==> src/rtl/btb_update_ctrl.sv <==
// -----------------------------------------------------------------------------
// btb_update_ctrl
//
// Single owner of the BTB write port. Arbitrates between commit-stage branch
// corrections (highest priority, written directly) and ID-stage predictor
// updates (queued in a small FIFO and drained when the port is free). On a
// clr_req pulse it flushes the FIFO and walks every BTB line once, writing
// valid=0, one line per cycle.
//
// Ports
//   clk, rst            clock, asynchronous active-low reset
//   id_valid/id_ready   ID update handshake; id_is_jump, id_pc, id_target payload
//   cm_valid/cm_ready   commit correction handshake; cm_is_jump, cm_pc, cm_target
//   clr_req             pulse: invalidate the whole table
//   clr_busy            sweep in progress
//   clr_done            one-cycle pulse alongside the final sweep write
//   upd_en              registered BTB write enable
//   upd_index           line to write (pc[INDEX_WIDTH+1:2])
//   upd_valid           valid bit to write
//   upd_is_jump         jump flag to write
//   upd_pc, upd_target  PC and target to write (BTB slices the tag itself)
// -----------------------------------------------------------------------------
module btb_update_ctrl #(
    parameter int ADDR_WIDTH  = 32,
    parameter int BTB_SIZE    = 64,
    parameter int INDEX_WIDTH = 6,
    parameter int FIFO_DEPTH  = 4
) (
    input  logic                   clk,
    input  logic                   rst,
    input  logic                   id_valid,
    output logic                   id_ready,
    input  logic                   id_is_jump,
    input  logic [ADDR_WIDTH-1:0]  id_pc,
    input  logic [ADDR_WIDTH-1:0]  id_target,
    input  logic                   cm_valid,
    output logic                   cm_ready,
    input  logic                   cm_is_jump,
    input  logic [ADDR_WIDTH-1:0]  cm_pc,
    input  logic [ADDR_WIDTH-1:0]  cm_target,
    input  logic                   clr_req,
    output logic                   clr_busy,
    output logic                   clr_done,
    output logic                   upd_en,
    output logic [INDEX_WIDTH-1:0] upd_index,
    output logic                   upd_valid,
    output logic                   upd_is_jump,
    output logic [ADDR_WIDTH-1:0]  upd_pc,
    output logic [ADDR_WIDTH-1:0]  upd_target
);

    localparam int PTR_W = $clog2(FIFO_DEPTH);
    localparam int CNT_W = PTR_W + 1;

    typedef enum logic {
        IDLE,
        SWEEP
    } state_t;

    // Source of the write registered at the next edge.
    typedef enum logic [1:0] {
        WR_NONE,
        WR_COMMIT,
        WR_FIFO,
        WR_CLEAR
    } wr_sel_t;

    typedef struct packed {
        logic                  is_jump;
        logic [ADDR_WIDTH-1:0] pc;
        logic [ADDR_WIDTH-1:0] target;
    } entry_t;

    state_t                 state, next_state;
    wr_sel_t                wr_sel;

    entry_t                 fifo_mem [FIFO_DEPTH];
    logic [PTR_W-1:0]       rd_ptr, wr_ptr;
    logic [CNT_W-1:0]       count;
    logic                   fifo_empty, fifo_full;
    logic                   push, pop, flush;
    entry_t                 head;

    logic [INDEX_WIDTH-1:0] sweep_idx;
    logic                   sweep_last;

    assign fifo_empty = (count == '0);
    assign fifo_full  = (count == CNT_W'(FIFO_DEPTH));
    assign head       = fifo_mem[rd_ptr];
    assign sweep_last = (sweep_idx == INDEX_WIDTH'(BTB_SIZE - 1));
    assign push       = id_valid && id_ready;

    // ---------------------------------------------------------------- FSM
    // NOTE: sequential state uses non-blocking (<=) so every register samples
    // pre-edge values; blocking here would create order-dependent races.
    always_ff @(posedge clk or negedge rst) begin
        if (!rst) state <= IDLE;
        else      state <= next_state;
    end

    always_comb begin
        next_state = state;
        case (state)
            IDLE:    if (clr_req)    next_state = SWEEP;
            SWEEP:   if (sweep_last) next_state = IDLE;
            default:                 next_state = IDLE;
        endcase
    end

    // Handshakes and write selection. A commit always wins the port; the FIFO
    // head is drained only when no commit is accepted. A commit to the same PC
    // as the head makes the queued update stale, so the head is dropped.
    // NOTE: every output is given a default first so no path leaves one
    // unassigned, which would otherwise infer a latch.
    always_comb begin
        cm_ready = 1'b0;
        id_ready = 1'b0;
        pop      = 1'b0;
        flush    = 1'b0;
        wr_sel   = WR_NONE;
        case (state)
            IDLE: begin
                cm_ready = !clr_req;
                id_ready = !clr_req && !fifo_full;
                if (clr_req) begin
                    flush = 1'b1;
                end else if (cm_valid) begin
                    wr_sel = WR_COMMIT;
                    pop    = !fifo_empty && (head.pc == cm_pc);
                end else if (!fifo_empty) begin
                    wr_sel = WR_FIFO;
                    pop    = 1'b1;
                end
            end
            SWEEP:   wr_sel = WR_CLEAR;
            default: wr_sel = WR_NONE;
        endcase
    end

    // ---------------------------------------------------------------- FIFO
    always_ff @(posedge clk or negedge rst) begin
        if (!rst) begin
            rd_ptr <= '0;
            wr_ptr <= '0;
            count  <= '0;
        end else if (flush) begin
            rd_ptr <= '0;
            wr_ptr <= '0;
            count  <= '0;
        end else begin
            if (push) wr_ptr <= wr_ptr + 1'b1;
            if (pop)  rd_ptr <= rd_ptr + 1'b1;
            case ({push, pop})
                2'b10:   count <= count + 1'b1;
                2'b01:   count <= count - 1'b1;
                default: count <= count;
            endcase
        end
    end

    // NOTE: storage is deliberately not reset; entries are only read when the
    // occupancy count says they were written.
    always_ff @(posedge clk) begin
        if (push) fifo_mem[wr_ptr] <= '{is_jump: id_is_jump, pc: id_pc, target: id_target};
    end

    // ---------------------------------------------------------------- sweep
    always_ff @(posedge clk or negedge rst) begin
        if (!rst) begin
            sweep_idx <= '0;
        end else if (state == SWEEP) begin
            sweep_idx <= sweep_last ? '0 : sweep_idx + 1'b1;
        end else begin
            sweep_idx <= '0;
        end
    end

    // ---------------------------------------------------------------- write port
    // Fields other than upd_en hold when nothing is written.
    always_ff @(posedge clk or negedge rst) begin
        if (!rst) begin
            upd_en      <= 1'b0;
            upd_index   <= '0;
            upd_valid   <= 1'b0;
            upd_is_jump <= 1'b0;
            upd_pc      <= '0;
            upd_target  <= '0;
            clr_busy    <= 1'b0;
            clr_done    <= 1'b0;
        end else begin
            upd_en   <= (wr_sel != WR_NONE);
            // Busy tracks the state being entered, so it drops together with
            // the final write and the done pulse.
            clr_busy <= (next_state == SWEEP);
            clr_done <= (state == SWEEP) && sweep_last;
            case (wr_sel)
                WR_COMMIT: begin
                    upd_index   <= cm_pc[INDEX_WIDTH+1:2];
                    upd_valid   <= 1'b1;
                    upd_is_jump <= cm_is_jump;
                    upd_pc      <= cm_pc;
                    upd_target  <= cm_target;
                end
                WR_FIFO: begin
                    upd_index   <= head.pc[INDEX_WIDTH+1:2];
                    upd_valid   <= 1'b1;
                    upd_is_jump <= head.is_jump;
                    upd_pc      <= head.pc;
                    upd_target  <= head.target;
                end
                WR_CLEAR: begin
                    upd_index   <= sweep_idx;
                    upd_valid   <= 1'b0;
                    upd_is_jump <= 1'b0;
                    upd_pc      <= '0;
                    upd_target  <= '0;
                end
                default: ;
            endcase
        end
    end

endmodule
==> config.mk <==
export PLATFORM = sky130hd
export DESIGN_NAME = btb_update_ctrl
export DESIGN_NICKNAME = d
export VERILOG_FILES = /design/src/rtl/btb_update_ctrl.sv
export SDC_FILE = /design/constraint.sdc
export NUM_CORES = 1
export LEC_CHECK = 0
export ABC_AREA = 1
export CAP_MARGIN = 20
export CORE_UTILIZATION = 49
export CTS_CLUSTER_DIAMETER = 50
export DETAILED_ROUTE_END_ITERATION = 10
export PLACE_DENSITY = 0.85
export SETUP_SLACK_MARGIN = 0.05
export SLEW_MARGIN = 20
export SYNTH_ARGS = -nofsm -noshare
export SYNTH_HDL_FRONTEND = slang
export SYNTH_SLANG_ARGS = --single-unit
==> constraint.sdc <==
create_clock -name clk -period 4.1 [get_ports clk]
set_clock_uncertainty 0.05 [all_clocks]
set_input_delay 0.41 -clock clk [delete_from_list [all_inputs] [get_ports clk]]
set_output_delay 0.41 -clock clk [all_outputs]
set_load 0.01 [all_outputs]
=== Word level (Yosys, flattened, before mapping) ===
Memories as Yosys holds them, arrays and structs flattened.
Cells that the tools add are included.

* Equal/unequal tests: 8
* $add $sub $neg: 5
* Bitwise operators: 1
* Multiplexer cells: 29
* Reductions and logical operators: 15

{| class="wikitable"
|+ Operator list
! operator !! count
|-
| case mux 32 bit (3 select lines) || 2
|-
| == test 32 bit || 1
|-
| case mux 6 bit (3 select lines) || 1
|-
| 2-to-1 mux 2 bit || 7
|-
| 2-to-1 mux 6 bit || 2
|-
| 2-to-1 mux 1 bit || 11
|-
| nonzero test 2 bit || 4
|-
| adder 6 x 1 -> 6 bit, second input constant || 1
|-
| == test 2 bit, second input constant || 3
|-
| == test 6 bit, second input constant || 1
|-
| case mux 3 bit (2 select lines) || 1
|-
| nonzero test 3 bit || 2
|-
| adder 2 x 1 -> 2 bit, second input constant || 2
|-
| == test 2 x 1 -> 1 bit, second input constant || 2
|-
| logical AND 1 bit || 4
|-
| case mux 1 bit (2 select lines) || 2
|-
| case mux 2 bit (2 select lines) || 1
|-
| adder 3 x 1 -> 3 bit, second input constant || 1
|-
| == test 3 bit, second input constant || 1
|-
| zero test 1 bit || 3
|-
| zero test 3 bit || 1
|-
| 2-to-1 mux 3 bit || 1
|-
| case mux 1 bit (3 select lines) || 1
|-
| subtractor 3 x 1 -> 3 bit, second input constant || 1
|-
| 2 further kinds || 2
|}

* Memories: 1
* Bits in writable memories: 260
* Input bits: 135
* Register bits: 88
* Logic and storage cells: 71

{| class="wikitable"
|+ Memories
! name !! words !! width !! read ports !! clocked after Yosys merged registers in !! write ports !! line !! source
|-
| fifo_mem || 4 || 65 || 1 || 0 || 1 || 77 || <nowiki>entry_t fifo_mem [FIFO_DEPTH];</nowiki>
|}

=== Longest topological paths before layout ===
Gate-level depths: netlist of the first run.

* Depth in word-level cells: 9
* Mapped depth: 24
* Depth with buffers taken out: 22

=== Worst setup path after synthesis of the first run ===
OpenSTA, ideal clock, no wires.

* Path type: register to register
* Start: register clr_busy (netlist name)
* End: memory fifo_mem[0][0] (netlist name), enable pin
* Cell stages (with the launch flop): 7
* Path buffers: 1
* Library setup time: 0.488 ns
* Arrival time: 3.837 ns
* Path slack: -0.276 ns
* Clock period less this slack: 4.376 ns
* Required time: 3.562 ns
* Cells stage by stage: dfrtp_1 inv_1 nand2_1 a21oi_1 nand2_1 buf_2 nor2_1

{| class="wikitable"
|+ RTL lines
! element !! line
|-
| to (decl) || 77
|}

=== Final worst setup path of the first run ===
* Start: register rd_ptr[0]
* End: register count[2]

* Word-level cells in the longest chain between the ends: 9
* Elaborated cells between the ends (all ways): 11
* Those cells by class: eq/ne: 3; mux: 5; reduce/logical: 2; memory: 1

{| class="wikitable"
|+ Ends and longest elaborated chain
! element !! line !! source
|-
| from (decl) || 78 || <nowiki>logic [PTR_W-1:0] rd_ptr, wr_ptr;</nowiki>
|-
| from (signal assigned) || 152 || <nowiki>if (pop) rd_ptr <= rd_ptr + 1'b1;</nowiki>
|-
| memory read (4 x 65 bit) * || - ||
|-
| == test 32 bit * || 129 || <nowiki>pop = !fifo_empty && (head.pc == cm_pc);</nowiki>
|-
| logical AND 1 bit * || 129 ||
|-
| 2-to-1 mux 1 bit * || 127 || <nowiki>end else if (cm_valid) begin</nowiki>
|-
| 2-to-1 mux 1 bit * || 125 || <nowiki>if (clr_req) begin</nowiki>
|-
| 2-to-1 mux 1 bit * || 121 || <nowiki>case (state)</nowiki>
|-
| == test 2 x 1 -> 1 bit / == test 2 bit (equally long branches) || 153 || <nowiki>case ({push, pop})</nowiki>
|-
| case mux 3 bit (2 select lines) || 153 ||
|-
| 2-to-1 mux 3 bit || 146 || <nowiki>end else if (flush) begin</nowiki>
|-
| to (signal assigned) || 154 || <nowiki>2'b10: count <= count + 1'b1;</nowiki>
|-
| to (signal assigned) || 155 || <nowiki>2'b01: count <= count - 1'b1;</nowiki>
|-
| to (signal assigned) || 156 || <nowiki>default: count <= count;</nowiki>
|-
| to (decl) || 79 || <nowiki>logic [CNT_W-1:0] count;</nowiki>
|}

Every way passes the cells marked *; elsewhere a longest branch is shown, timed or not.
A chain may end at the register's enable or synchronous reset.

==> flow_summary.ini, run 1 <==
[run_status]
run_status = complete, no violations

[sta]
time_the_worst_path_needs_with_i_o_delays_and_setup_ps = 3290
setup-violations-final = 0
layout_setup_ws_ps = 808
tightest_slew_margin_relative_to_the_limit_pct = 42.2
fmax_mhz = 304
min_period_over_period_pct = 80.3
rsz_0062_raised_after_global_routing = false
max_slew.worst_pin.slew_ps = 867
timing_max_transition_violations_final = 0
finalHoldViolCount = 0
fin_worst_hold_slack_ps = 426

[global_route]
met1_usage_in_global_routing_pct = 31.6
antenna_found_initial = 2
grt_pass1_vias = 10900
grt_first_pass_wirelength_mm = 58.3
gr-total-overflow = 0
met3_use_gr_pct = 5.46
global_routing_met2_resource_utilization_pct = 40.6
grt_start_max_net_pins = 132
grtUsageTotal_pct = 24.8
busiest_layer = met2

[setup_path]
cell_occurring_most_often_along_the_worst_timing_path = sky130_fd_sc_hd__nand2_1
timing.critical_path.slowest_stage_cell = sky130_fd_sc_hd__inv_4
worstReg2RegStart = rd_ptr[0]$_DFFE_PN0P_
crit_chain = inv_4 -> nand2_1 -> nand3_1 -> nand2_1 -> nand2_1 -> nand2_1 -> nand2_1 -> nor2_1 -> nand2_1 -> nor2_1 -> nand2_1 -> nand2_2 -> nand3_4 -> inv_1 -> fa_1 -> xnor2_1 -> inv_1 -> nand2_1 -> nand2_1 -> nand2_1 -> nand2_1
reg2regPathDepth = 21
crit_family = simple AND/OR/NAND/NOR gates
regToRegEndpoint = count[2]$_DFFE_PN0P_
criticalPathCategory = reg -> reg
end_of_the_critical_path = count[2]$_DFFE_PN0P_
timing.critical_path.slowest_cell_delay_ps = 550
worst-r2r-setup-slack_ps = 810
critical_path_buf_inv_count = 3
stages_on_the_worst_setup_path = 21
worst-path-max-fanout = 67
start_kind = register
critPathArrivalTime_ps = 3640
timing.critical_path.required_ps = 4450
crit_path_end_kind = register
startpoint = rd_ptr[0]$_DFFE_PN0P_

[pwr]
max-vdd-ir-drop_uv = 307
total_leakage_power_uw = 0.00724
powerDensity_mw_per_mm2 = 405

[yosys]
muxShareOfSynthArea_pct = 2.00
synth_cell_types = 29
synthXorXnorAreaFrac_pct = 0.179
sequential_cell_area_fraction_in_the_yosys_report_pct = 68.3
postSynthNetCount = 1469
yosys.area_share.simple_pct = 17.7
yosys_register_bits = 348
area_share_of_the_leading_cell_type_in_the_synthesized_netlist_pct = 53.2
synth_compound_area_share_pct = 7.27
synthAdderAreaFrac_pct = 0.563
synth.largest_area_cell = sky130_fd_sc_hd__edfxtp_1
largest_family_of_logic_cells_by_synthesized_area = simple AND/OR/NAND/NOR gates
netlist_instances = 1328
post_synthesis_instance_area_sq_mm = 0.0147
synth.top_cells.by_area = sky130_fd_sc_hd__edfxtp_1 53%, sky130_fd_sc_hd__dfrtp_1 15%, sky130_fd_sc_hd__nand2_1 8.4%
syn_avg_cell_area_sq_um = 11.0
synth_warnings = 0

[route]
drtPass1Iterations = 5
drt-vias-per-instance = 5.69
antenna_violating_nets_post_route = 0
dr_total_vias = 11000
drt_wl_total_mm = 37.9
drtIter0Drc = 1187
routed_wire_length_per_instance_um = 19.5
drt_drc_violations_left = 0

[placed_design]
dp_slack_ps = 881
dpl_cell_area_sq_mm = 0.0171
detailed_place_hpwl_mm = 23.5
placed_cells = 1874
place_congestion = 0.881
io_buffer_count = 211

[finish]
stdcell_area_sq_mm = 0.0184
layout-area-overhead-vs-synth_pct = 25.3
layoutNonFillerInstCount = 1943
finish.net_count = 1671
num-fill-cells = 2134
final_layout_size_suffix_gt1_share_pct = 8.41

[hold_path]
worst_hold_path_type = in -> async

[flow_run]
max-cap-violations = 0

[floorplanning]
core_region_area_sq_mm = 0.0291
num_ports = 212
placement_rows = 62
die_h_um = 175
design.die.area_sq_mm = 0.0306
die_width_um = 175
initial_core_util_pct = 50.4

[clock_tree]
cts.sinks = 348
cts.clk_slew.worst_paths_ps = 60
postCtsResizedCells = 0
cts_buffers = 37
cts_htree_levels = 2
cts_root_buffer_type = sky130_fd_sc_hd__clkbuf_16
post-cts-setup-buffers = 0
clockBufferDepth = 3
tritoncts = built
insertion_delay_ps = 510
ctsHoldBuffers = 1
## worst min path at each step
stage,startpoint,endpoint,slack [ps],cells past startpoint
after detailed placement,upd_pc[3]$_DFFE_PN0P_,upd_pc[3]$_DFFE_PN0P_,420,2
after CTS,cm_target[14],upd_target[14]$_DFFE_PN0P_,420,3
after global routing,cm_target[26],upd_target[26]$_DFFE_PN0P_,430,3
after global placement,upd_pc[3]$_DFFE_PN0P_,upd_pc[3]$_DFFE_PN0P_,420,2
after floorplan,rst,clr_busy$_DFF_PN0_,60,0
final,rst,upd_pc[21]$_DFFE_PN0P_,430,2
## per-layer routing
metal | wire [um] | share of wire, %
met1 | 14800 | 39
met2 | 18100 | 48
met3 | 3560 | 9.4
met4 | 1360 | 3.6
met5 | 13 | 0.034
## layout by cell type, fill, tap and decap left out, types with 23 or more instances in the layout
master and instances:
sky130_fd_sc_hd__a31oi_1 33, sky130_fd_sc_hd__buf_4 23, sky130_fd_sc_hd__clkbuf_16 39, sky130_fd_sc_hd__clkdlybuf4s50_1 210, sky130_fd_sc_hd__dfrtp_1 86, sky130_fd_sc_hd__edfxtp_1 260
sky130_fd_sc_hd__inv_1 58, sky130_fd_sc_hd__mux2_2 26, sky130_fd_sc_hd__nand2_1 329, sky130_fd_sc_hd__nand3_1 135, sky130_fd_sc_hd__nor2_1 136, sky130_fd_sc_hd__o21ai_0 75
sky130_fd_sc_hd__o22ai_1 64
## report_power, final
group          switching, uW  total, uW  internal [uW]
Combinational            162        312            150
Clock                   1320       3330           2010
Sequential              1.07       3790           3790
## cells by family after synthesis
group / count (synthesis)
fa+ha+maj: 6
simple gates: 626
flops: 348
compound gates: 185
xor+xnor: 3
mux: 26
buf+inv: 134
## synth_stat cells
library cell and number:
sky130_fd_sc_hd__buf_4 2, sky130_fd_sc_hd__a21oi_1 5, sky130_fd_sc_hd__inv_2 4, sky130_fd_sc_hd__a31oi_1 33, sky130_fd_sc_hd__fa_1 1, sky130_fd_sc_hd__nand3_2 6
sky130_fd_sc_hd__nand4_1 4, sky130_fd_sc_hd__nand2_1 329, sky130_fd_sc_hd__nor2_1 142, sky130_fd_sc_hd__dfrtp_1 88, sky130_fd_sc_hd__o22ai_1 64, sky130_fd_sc_hd__o21ai_0 75
sky130_fd_sc_hd__xnor2_1 2, sky130_fd_sc_hd__ha_1 5, sky130_fd_sc_hd__nor3_1 2, sky130_fd_sc_hd__o221ai_1 4, sky130_fd_sc_hd__edfxtp_1 260, sky130_fd_sc_hd__nand3_4 1
sky130_fd_sc_hd__buf_6 6, sky130_fd_sc_hd__buf_2 25, sky130_fd_sc_hd__nor3b_1 1, sky130_fd_sc_hd__o21ai_1 3, sky130_fd_sc_hd__nand2_2 6, sky130_fd_sc_hd__a21oi_2 1
sky130_fd_sc_hd__clkbuf_1 39, sky130_fd_sc_hd__mux2_2 26, sky130_fd_sc_hd__xor2_1 1, sky130_fd_sc_hd__inv_1 58, sky130_fd_sc_hd__nand3_1 135
## through the flow
step           total power [uW]  setup TNS, ps  utilization [%]
2_1_floorplan              3960         -71680                -
3_3_place_gp               4160              0             58.9
3_5_place_dp               4170              0             58.9
4_1_cts                    7460              0             63.1
5_1_grt                    7640              0             63.1
6_report                   7440              0             63.1
## worst register-to-register path: stages (launching register included)
cell                      delay (ps)
sky130_fd_sc_hd__dfrtp_4         500
sky130_fd_sc_hd__inv_4           550
sky130_fd_sc_hd__nand2_1         150
sky130_fd_sc_hd__nand3_1         120
sky130_fd_sc_hd__nand2_1          90
sky130_fd_sc_hd__nand2_1          60
sky130_fd_sc_hd__nand2_1         140
sky130_fd_sc_hd__nand2_1         110
sky130_fd_sc_hd__nor2_1           50
sky130_fd_sc_hd__nand2_1          70
sky130_fd_sc_hd__nor2_1           40
sky130_fd_sc_hd__nand2_1         110
sky130_fd_sc_hd__nand2_2         100
sky130_fd_sc_hd__nand3_4         100
sky130_fd_sc_hd__inv_1            80
sky130_fd_sc_hd__fa_1            370
sky130_fd_sc_hd__xnor2_1         220
sky130_fd_sc_hd__inv_1            70
sky130_fd_sc_hd__nand2_1          60
sky130_fd_sc_hd__nand2_1          50
sky130_fd_sc_hd__nand2_1          50
sky130_fd_sc_hd__nand2_1          50
## sequential cells by signal, summed over array words and instances, names as in the netlist, 2 cells and up
| register | count |
|---|---|
| count | 3 |
| upd_index | 6 |
| upd_pc | 32 |
| sweep_idx | 6 |
| upd_target | 32 |
| rd_ptr | 2 |
| wr_ptr | 2 |
| fifo_mem | 260 |
## area by class of cell
class / count / area (sq um) / share of cell area [%]
timing repair buffer: 235 / 2300 / 12.5
tap: 384 / 480 / 2.62
clock inverter: 14 / 159 / 0.865
multi-input combinational: 846 / 4100 / 22.3
sequential: 348 / 10000 / 54.5
inverter: 62 / 235 / 1.28
antenna: 1 / 2.50 / 0.0136
clock buffer: 53 / 1070 / 5.82
Power figures use the tool's default switching activity.
==> inputs of run 2 (changes only) <==
CORE_UTILIZATION = 50   (was 49)
PLACE_DENSITY = 0.83   (was 0.85)
clock period = 3.4 ns   (was 4.1 ns; I/O delays follow)
==> flow_summary.ini, run 2 (synthesis results as in run 1) <==
[placed_design]
place_congestion = 0.833
dp_slack_ps = 352
io_buffer_count = 211
dpl_cell_area_sq_mm = 0.0173
placed_cells = 1880
detailed_place_hpwl_mm = 23.6

[route]
drt-vias-per-instance = 5.66
antenna_violating_nets_post_route = 0
drt_wl_total_mm = 37.7
routed_wire_length_per_instance_um = 19.3
drtPass1Iterations = 5
drtIter0Drc = 1206
dr_total_vias = 11000
drt_drc_violations_left = 0

[sta]
tightest_slew_margin_relative_to_the_limit_pct = 43.5
min_period_over_period_pct = 90.0
setup-violations-final = 0
layout_setup_ws_ps = 341
finalHoldViolCount = 0
timing_max_transition_violations_final = 0
rsz_0062_raised_after_global_routing = false
time_the_worst_path_needs_with_i_o_delays_and_setup_ps = 3060
fmax_mhz = 327
max_slew.worst_pin.slew_ps = 847
fin_worst_hold_slack_ps = 358

[pwr]
switching_share_pct = 20.1
p_int_uw = 7110
p_clk_share_pct = 44.4
powerDensity_mw_per_mm2 = 481
p_seq_share_pct = 51.4
total_power_uw = 8900
power_frac_comb_pct = 4.2
net-switching-power_uw = 1790
max-vdd-ir-drop_uv = 315
total_leakage_power_uw = 0.00730

[floorplanning]
placement_rows = 62
design.die.area_sq_mm = 0.0300
die_width_um = 173
core_region_area_sq_mm = 0.0288
num_ports = 212
initial_core_util_pct = 51.0
die_h_um = 173

[finish]
flip_flop_count_of_the_largest_register_all_copies_and_words_added = 260
final_layout_size_suffix_gt1_share_pct = 8.82
register_area_sq_mm = 0.0100
most-common-layout-cells = 329 x sky130_fd_sc_hd__nand2_1, 260 x sky130_fd_sc_hd__edfxtp_1, 210 x sky130_fd_sc_hd__clkdlybuf4s50_1
final_common_cell = sky130_fd_sc_hd__nand2_1
multi_input_area_sq_mm = 0.00410
layout-area-overhead-vs-synth_pct = 26.1
finish.net_count = 1677
stdcell_area_sq_mm = 0.0185
layout_top_registers = fifo_mem x260, upd_pc x32, upd_target x32
num-fill-cells = 2077
registers.top_by_ff_count = fifo_mem
layoutNonFillerInstCount = 1952

[setup_path]
timing.critical_path.required_ps = 3740
timing.critical_path.slowest_stage_cell = sky130_fd_sc_hd__dfrtp_4
critical_path_buf_inv_count = 4
critPathArrivalTime_ps = 3400
crit_family = simple AND/OR/NAND/NOR gates
crit_path_end_kind = register
stages_on_the_worst_setup_path = 22
criticalPathCategory = reg -> reg
start_kind = register
reg2regPathDepth = 22
crit_chain = inv_4 -> buf_12 -> nand2_1 -> nand3_1 -> nand2_1 -> nand2_1 -> nand2_1 -> nand2_1 -> nor2_1 -> nand2_1 -> nor2_1 -> nand2_1 -> nand2_2 -> nand3_4 -> inv_1 -> fa_1 -> xnor2_1 -> inv_1 -> nand2_1 -> nand2_1 -> nand2_1 -> nand2_1
cell_occurring_most_often_along_the_worst_timing_path = sky130_fd_sc_hd__nand2_1
timing.critical_path.slowest_cell_delay_ps = 500
worst-path-max-fanout = 42

[hold_path]
worst_hold_path_type = in -> reg
hold-path-cell-count = 3

[flow_run]
max-cap-violations = 0

[clock_tree]
clockBufferDepth = 3
cts.sinks = 348
cts_buffers = 37
cts_root_buffer_type = sky130_fd_sc_hd__clkbuf_16
cts.clk_slew.worst_paths_ps = 60
insertion_delay_ps = 520
tritoncts = built
cts_htree_levels = 2

[global_route]
antenna_found_initial = 5
grtUsageTotal_pct = 25.0
grt_first_pass_wirelength_mm = 58.2
grt_pass1_vias = 10800
gr-total-overflow = 0
grt_start_max_net_pins = 96

[run_status]
run_status = complete, no violations
==> run 2: cell types whose count changed in the layout (fill, tap and decap cells not counted) <==
cell,previous run,this run
sky130_fd_sc_hd__buf_12,1,8
sky130_fd_sc_hd__clkbuf_1,10,7
sky130_fd_sc_hd__clkbuf_8,4,7
sky130_fd_sc_hd__diode_2,1,4
sky130_fd_sc_hd__clkinv_1,2,4
sky130_fd_sc_hd__clkinv_2,4,6
sky130_fd_sc_hd__clkinvlp_4,2,0
sky130_fd_sc_hd__buf_4,23,22
sky130_fd_sc_hd__bufinv_16,3,2
sky130_fd_sc_hd__clkbuf_16,39,38
==> run 2: stage by stage <==
stage	util, %	TNS (ps)
6_report	64.2	0
5_1_grt	64.2	0
4_1_cts	64.2	0
3_5_place_dp	60.0	0
3_3_place_gp	60.0	0
2_1_floorplan	-	-253680
==> run 2: metal layers <==
| layer | share of wire (%) | global-route usage, % | wire length [um] | vias up |
|---|---|---|---|---|
| met5 | 0.045 | 0 | 17 | - |
| met4 | 3.9 | 10.5 | 1470 | 2 |
| met3 | 10 | 6.05 | 3790 | 106 |
| met2 | 48 | 40.6 | 18000 | 583 |
| met1 | 38 | 32.2 | 14400 | 5287 |
| li1 | - | - | - | 5064 |
==> run 2: final timing paths <==
path / start / to / slack [ps]
worst max-delay path: rd_ptr[0]$_DFFE_PN0P_ / count[2]$_DFFE_PN0P_ / 340
worst min-delay path: cm_target[18] / upd_target[18]$_DFFE_PN0P_ / 360
worst max register to register: rd_ptr[0]$_DFFE_PN0P_ / count[2]$_DFFE_PN0P_ / 340
worst min register to register: upd_pc[2]$_DFFE_PN0P_ / upd_pc[2]$_DFFE_PN0P_ / 430
max in group asynchronous: rst / upd_target[4]$_DFFE_PN0P_ / 2060
min in group asynchronous: rst / upd_pc[17]$_DFFE_PN0P_ / 420
==> run 2: worst register-to-register path: stages, from the launching register on <==
cell	delay (ps)
sky130_fd_sc_hd__dfrtp_4	500
sky130_fd_sc_hd__inv_4	240
sky130_fd_sc_hd__buf_12	280
sky130_fd_sc_hd__nand2_1	100
sky130_fd_sc_hd__nand3_1	120
sky130_fd_sc_hd__nand2_1	100
sky130_fd_sc_hd__nand2_1	70
sky130_fd_sc_hd__nand2_1	90
sky130_fd_sc_hd__nand2_1	80
sky130_fd_sc_hd__nor2_1	40
sky130_fd_sc_hd__nand2_1	50
sky130_fd_sc_hd__nor2_1	40
sky130_fd_sc_hd__nand2_1	80
sky130_fd_sc_hd__nand2_2	90
sky130_fd_sc_hd__nand3_4	100
sky130_fd_sc_hd__inv_1	70
sky130_fd_sc_hd__fa_1	380
sky130_fd_sc_hd__xnor2_1	200
sky130_fd_sc_hd__inv_1	50
sky130_fd_sc_hd__nand2_1	60
sky130_fd_sc_hd__nand2_1	50
sky130_fd_sc_hd__nand2_1	50
sky130_fd_sc_hd__nand2_1	40
==> run 2: layout make-up <==
type / count / share of cell area [%]
multi-input cells: 846 / 22.2
flip-flops and latches: 348 / 54.2
repair buffers: 241 / 13.2
inverters: 62 / 1.27
clock inverters: 15 / 0.711
diodes: 4 / 0.0541
clock buffers: 52 / 5.81
well taps: 384 / 2.60
==> run 2: timing repair <==
action | CTS | global route
hold buffers | 1 | 0
resized for setup | 0 | 0
hold endpoints to repair | 58 | 0
buffers inserted | 0 | 0
==> run 2: power groups by stage <==
stage          Combinational [uW]  Clock, uW  Sequential, uW
5_1_grt                       405       4150            4570
3_5_place_dp                  367          0            4660
6_report                      375       3950            4570
4_1_cts                       373       3980            4570
2_1_floorplan                 106          0            4660
3_3_place_gp                  355          0            4660
==> inputs of run 3 (changes only) <==
CORE_MARGIN = 4   (was unset)
==> flow_summary.ini, run 3 (synthesis results as in run 1) <==
[setup_path]
critPathArrivalTime_ps = 3430
worst-path-max-fanout = 33
start_kind = register
cell_occurring_most_often_along_the_worst_timing_path = sky130_fd_sc_hd__nand2_1
crit_path_end_kind = register
reg2regPathDepth = 21
regToRegEndpoint = count[2]$_DFFE_PN0P_
timing.critical_path.required_ps = 3790
timing.critical_path.slowest_cell_delay_ps = 510
worstReg2RegStart = rd_ptr[0]$_DFFE_PN0P_
criticalPathCategory = reg -> reg
timing.critical_path.slowest_stage_cell = sky130_fd_sc_hd__dfrtp_4
worst-r2r-setup-slack_ps = 360
crit_chain = inv_4 -> buf_12 -> nand2_1 -> nand3_1 -> nand2_1 -> nand2_1 -> nand2_1 -> nand2_1 -> nor2_1 -> nand2_1 -> nor2_1 -> nand2_1 -> nand2_2 -> nand3_4 -> inv_1 -> fa_1 -> xnor2_1 -> nand4_1 -> nand2_1 -> nand2_1 -> nand2_1

[route]
dr_total_vias = 10900
drtPass1Iterations = 6
routed_wire_length_per_instance_um = 19.2
drtIter0Drc = 1224
drt_drc_violations_left = 0
drt-vias-per-instance = 5.59
antenna_violating_nets_post_route = 0
drt_wl_total_mm = 37.5

[hold_path]
worst_hold_path_type = in -> reg
hold_end = upd_target[19]$_DFFE_PN0P_
worst_hold_path_startpoint = cm_target[19]
hold-path-cell-count = 3

[floorplanning]
placement_rows = 62
num_ports = 212
design.die.area_sq_mm = 0.0321
die_h_um = 179
core_region_area_sq_mm = 0.0289
die_width_um = 179
initial_core_util_pct = 50.8

[sta]
timing_max_transition_violations_final = 0
rsz_0062_raised_after_global_routing = false
fin_worst_hold_slack_ps = 353
layout_setup_ws_ps = 360
time_the_worst_path_needs_with_i_o_delays_and_setup_ps = 3040
tightest_slew_margin_relative_to_the_limit_pct = 46.6
finalHoldViolCount = 0
max_slew.worst_pin.slew_ps = 801
min_period_over_period_pct = 89.4
setup-violations-final = 0
fmax_mhz = 329

[pwr]
total_leakage_power_uw = 0.00735
max-vdd-ir-drop_uv = 412
powerDensity_mw_per_mm2 = 496

[clock_tree]
tritoncts = built
cts_htree_levels = 2
cts.sinks = 348
ctsHoldBuffers = 1
cts_root_buffer_type = sky130_fd_sc_hd__clkbuf_16
cts_buffers = 38
cts.clk_slew.worst_paths_ps = 60
insertion_delay_ps = 520
postCtsResizedCells = 0
clockBufferDepth = 3
post-cts-setup-buffers = 0

[placed_design]
place_congestion = 0.831
placed_cells = 1881
dp_slack_ps = 415
detailed_place_hpwl_mm = 23.8
io_buffer_count = 211

[global_route]
antenna_found_initial = 7
grt_start_max_net_pins = 95
grt_pass1_vias = 10600
grtUsageTotal_pct = 22.9
grt_first_pass_wirelength_mm = 56.8
gr-total-overflow = 0

[finish]
layoutNonFillerInstCount = 1952
flip_flop_count_of_the_largest_register_all_copies_and_words_added = 260
most-common-layout-cells = 329 x sky130_fd_sc_hd__nand2_1, 260 x sky130_fd_sc_hd__edfxtp_1, 210 x sky130_fd_sc_hd__clkdlybuf4s50_1
layout_top_registers = fifo_mem x260, upd_pc x32, upd_target x32
final_layout_size_suffix_gt1_share_pct = 9.13
final_common_cell = sky130_fd_sc_hd__nand2_1
post-route-util_pct = 64.4
layout-area-overhead-vs-synth_pct = 26.7
registers.top_by_ff_count = fifo_mem
finish.net_count = 1679
num-fill-cells = 2119

[flow_run]
max-cap-violations = 0

[run_status]
run_status = complete, no violations
## run 3: changes by cell type in the layout (fill, tap and decap cells not counted)
cell and change:
sky130_fd_sc_hd__buf_4 +3, sky130_fd_sc_hd__bufinv_16 +3, sky130_fd_sc_hd__clkinv_1 -3, sky130_fd_sc_hd__diode_2 -3, sky130_fd_sc_hd__buf_12 -2, sky130_fd_sc_hd__clkbuf_16 +2, sky130_fd_sc_hd__clkbuf_8 -2, sky130_fd_sc_hd__clkbuf_1 +1
sky130_fd_sc_hd__clkinv_4 -1, sky130_fd_sc_hd__clkinvlp_4 +1, sky130_fd_sc_hd__inv_8 +1
## run 3: how the worst max path moves through the flow
stage / cells after the start / startpoint / slack, ps / endpoint
2_1_floorplan: 6 / clr_busy$_DFF_PN0_ / -980 / fifo_mem[0][0]$_DFFE_PP_
3_5_place_dp: 21 / rd_ptr[0]$_DFFE_PN0P_ / 420 / count[2]$_DFFE_PN0P_
3_3_place_gp: 22 / rd_ptr[0]$_DFFE_PN0P_ / 480 / count[2]$_DFFE_PN0P_
6_report: 21 / rd_ptr[0]$_DFFE_PN0P_ / 360 / count[2]$_DFFE_PN0P_
5_1_grt: 21 / rd_ptr[0]$_DFFE_PN0P_ / 190 / count[2]$_DFFE_PN0P_
4_1_cts: 21 / rd_ptr[0]$_DFFE_PN0P_ / 380 / count[2]$_DFFE_PN0P_
## run 3: final cells by class
type | count | area, sq um | area share [%]
flip-flops and latches | 348 | 10000 | 53.9
multi-input cells | 846 | 4100 | 22.1
repair buffers | 242 | 2420 | 13.0
clock buffers | 53 | 1100 | 5.92
well taps | 384 | 480 | 2.59
inverters | 62 | 235 | 1.27
clock inverters | 16 | 220 | 1.19
diodes | 1 | 2.50 | 0.0135
## run 3: routing by layer
layer  routed length [um]  part of all wire, %  vias to the layer above  GRT usage [%]
met4                 1230                  3.3                       12           8.16
met5                   76                 0.20                        -              0
met3                 3650                  9.7                       97           6.33
met2                18000                   48                      551           38.1
li1                     -                    -                     5070              -
met1                14600                   39                     5180           29.1
## run 3: critical path, delay by kind of cell, from the launching register on
kind	cells	cell delay (ps)
buf+inv	3	510
flops	1	510
xor+xnor	1	210
simple gates	16	1290
fa+ha+maj	1	370
## run 3: report_power, final
part	internal (uW)	switching [uW]
Sequential	4570	1.32
Clock	2650	1620
Combinational	183	195
## run 3: through the flow
step	area (sq um)	total power, uW	setup TNS (ps)
2_1_floorplan	14700	4770	-253680
3_3_place_gp	17200	5020	0
3_5_place_dp	17200	5030	0
4_1_cts	18600	9270	0
5_1_grt	18600	9470	0
6_report	18600	9220	0
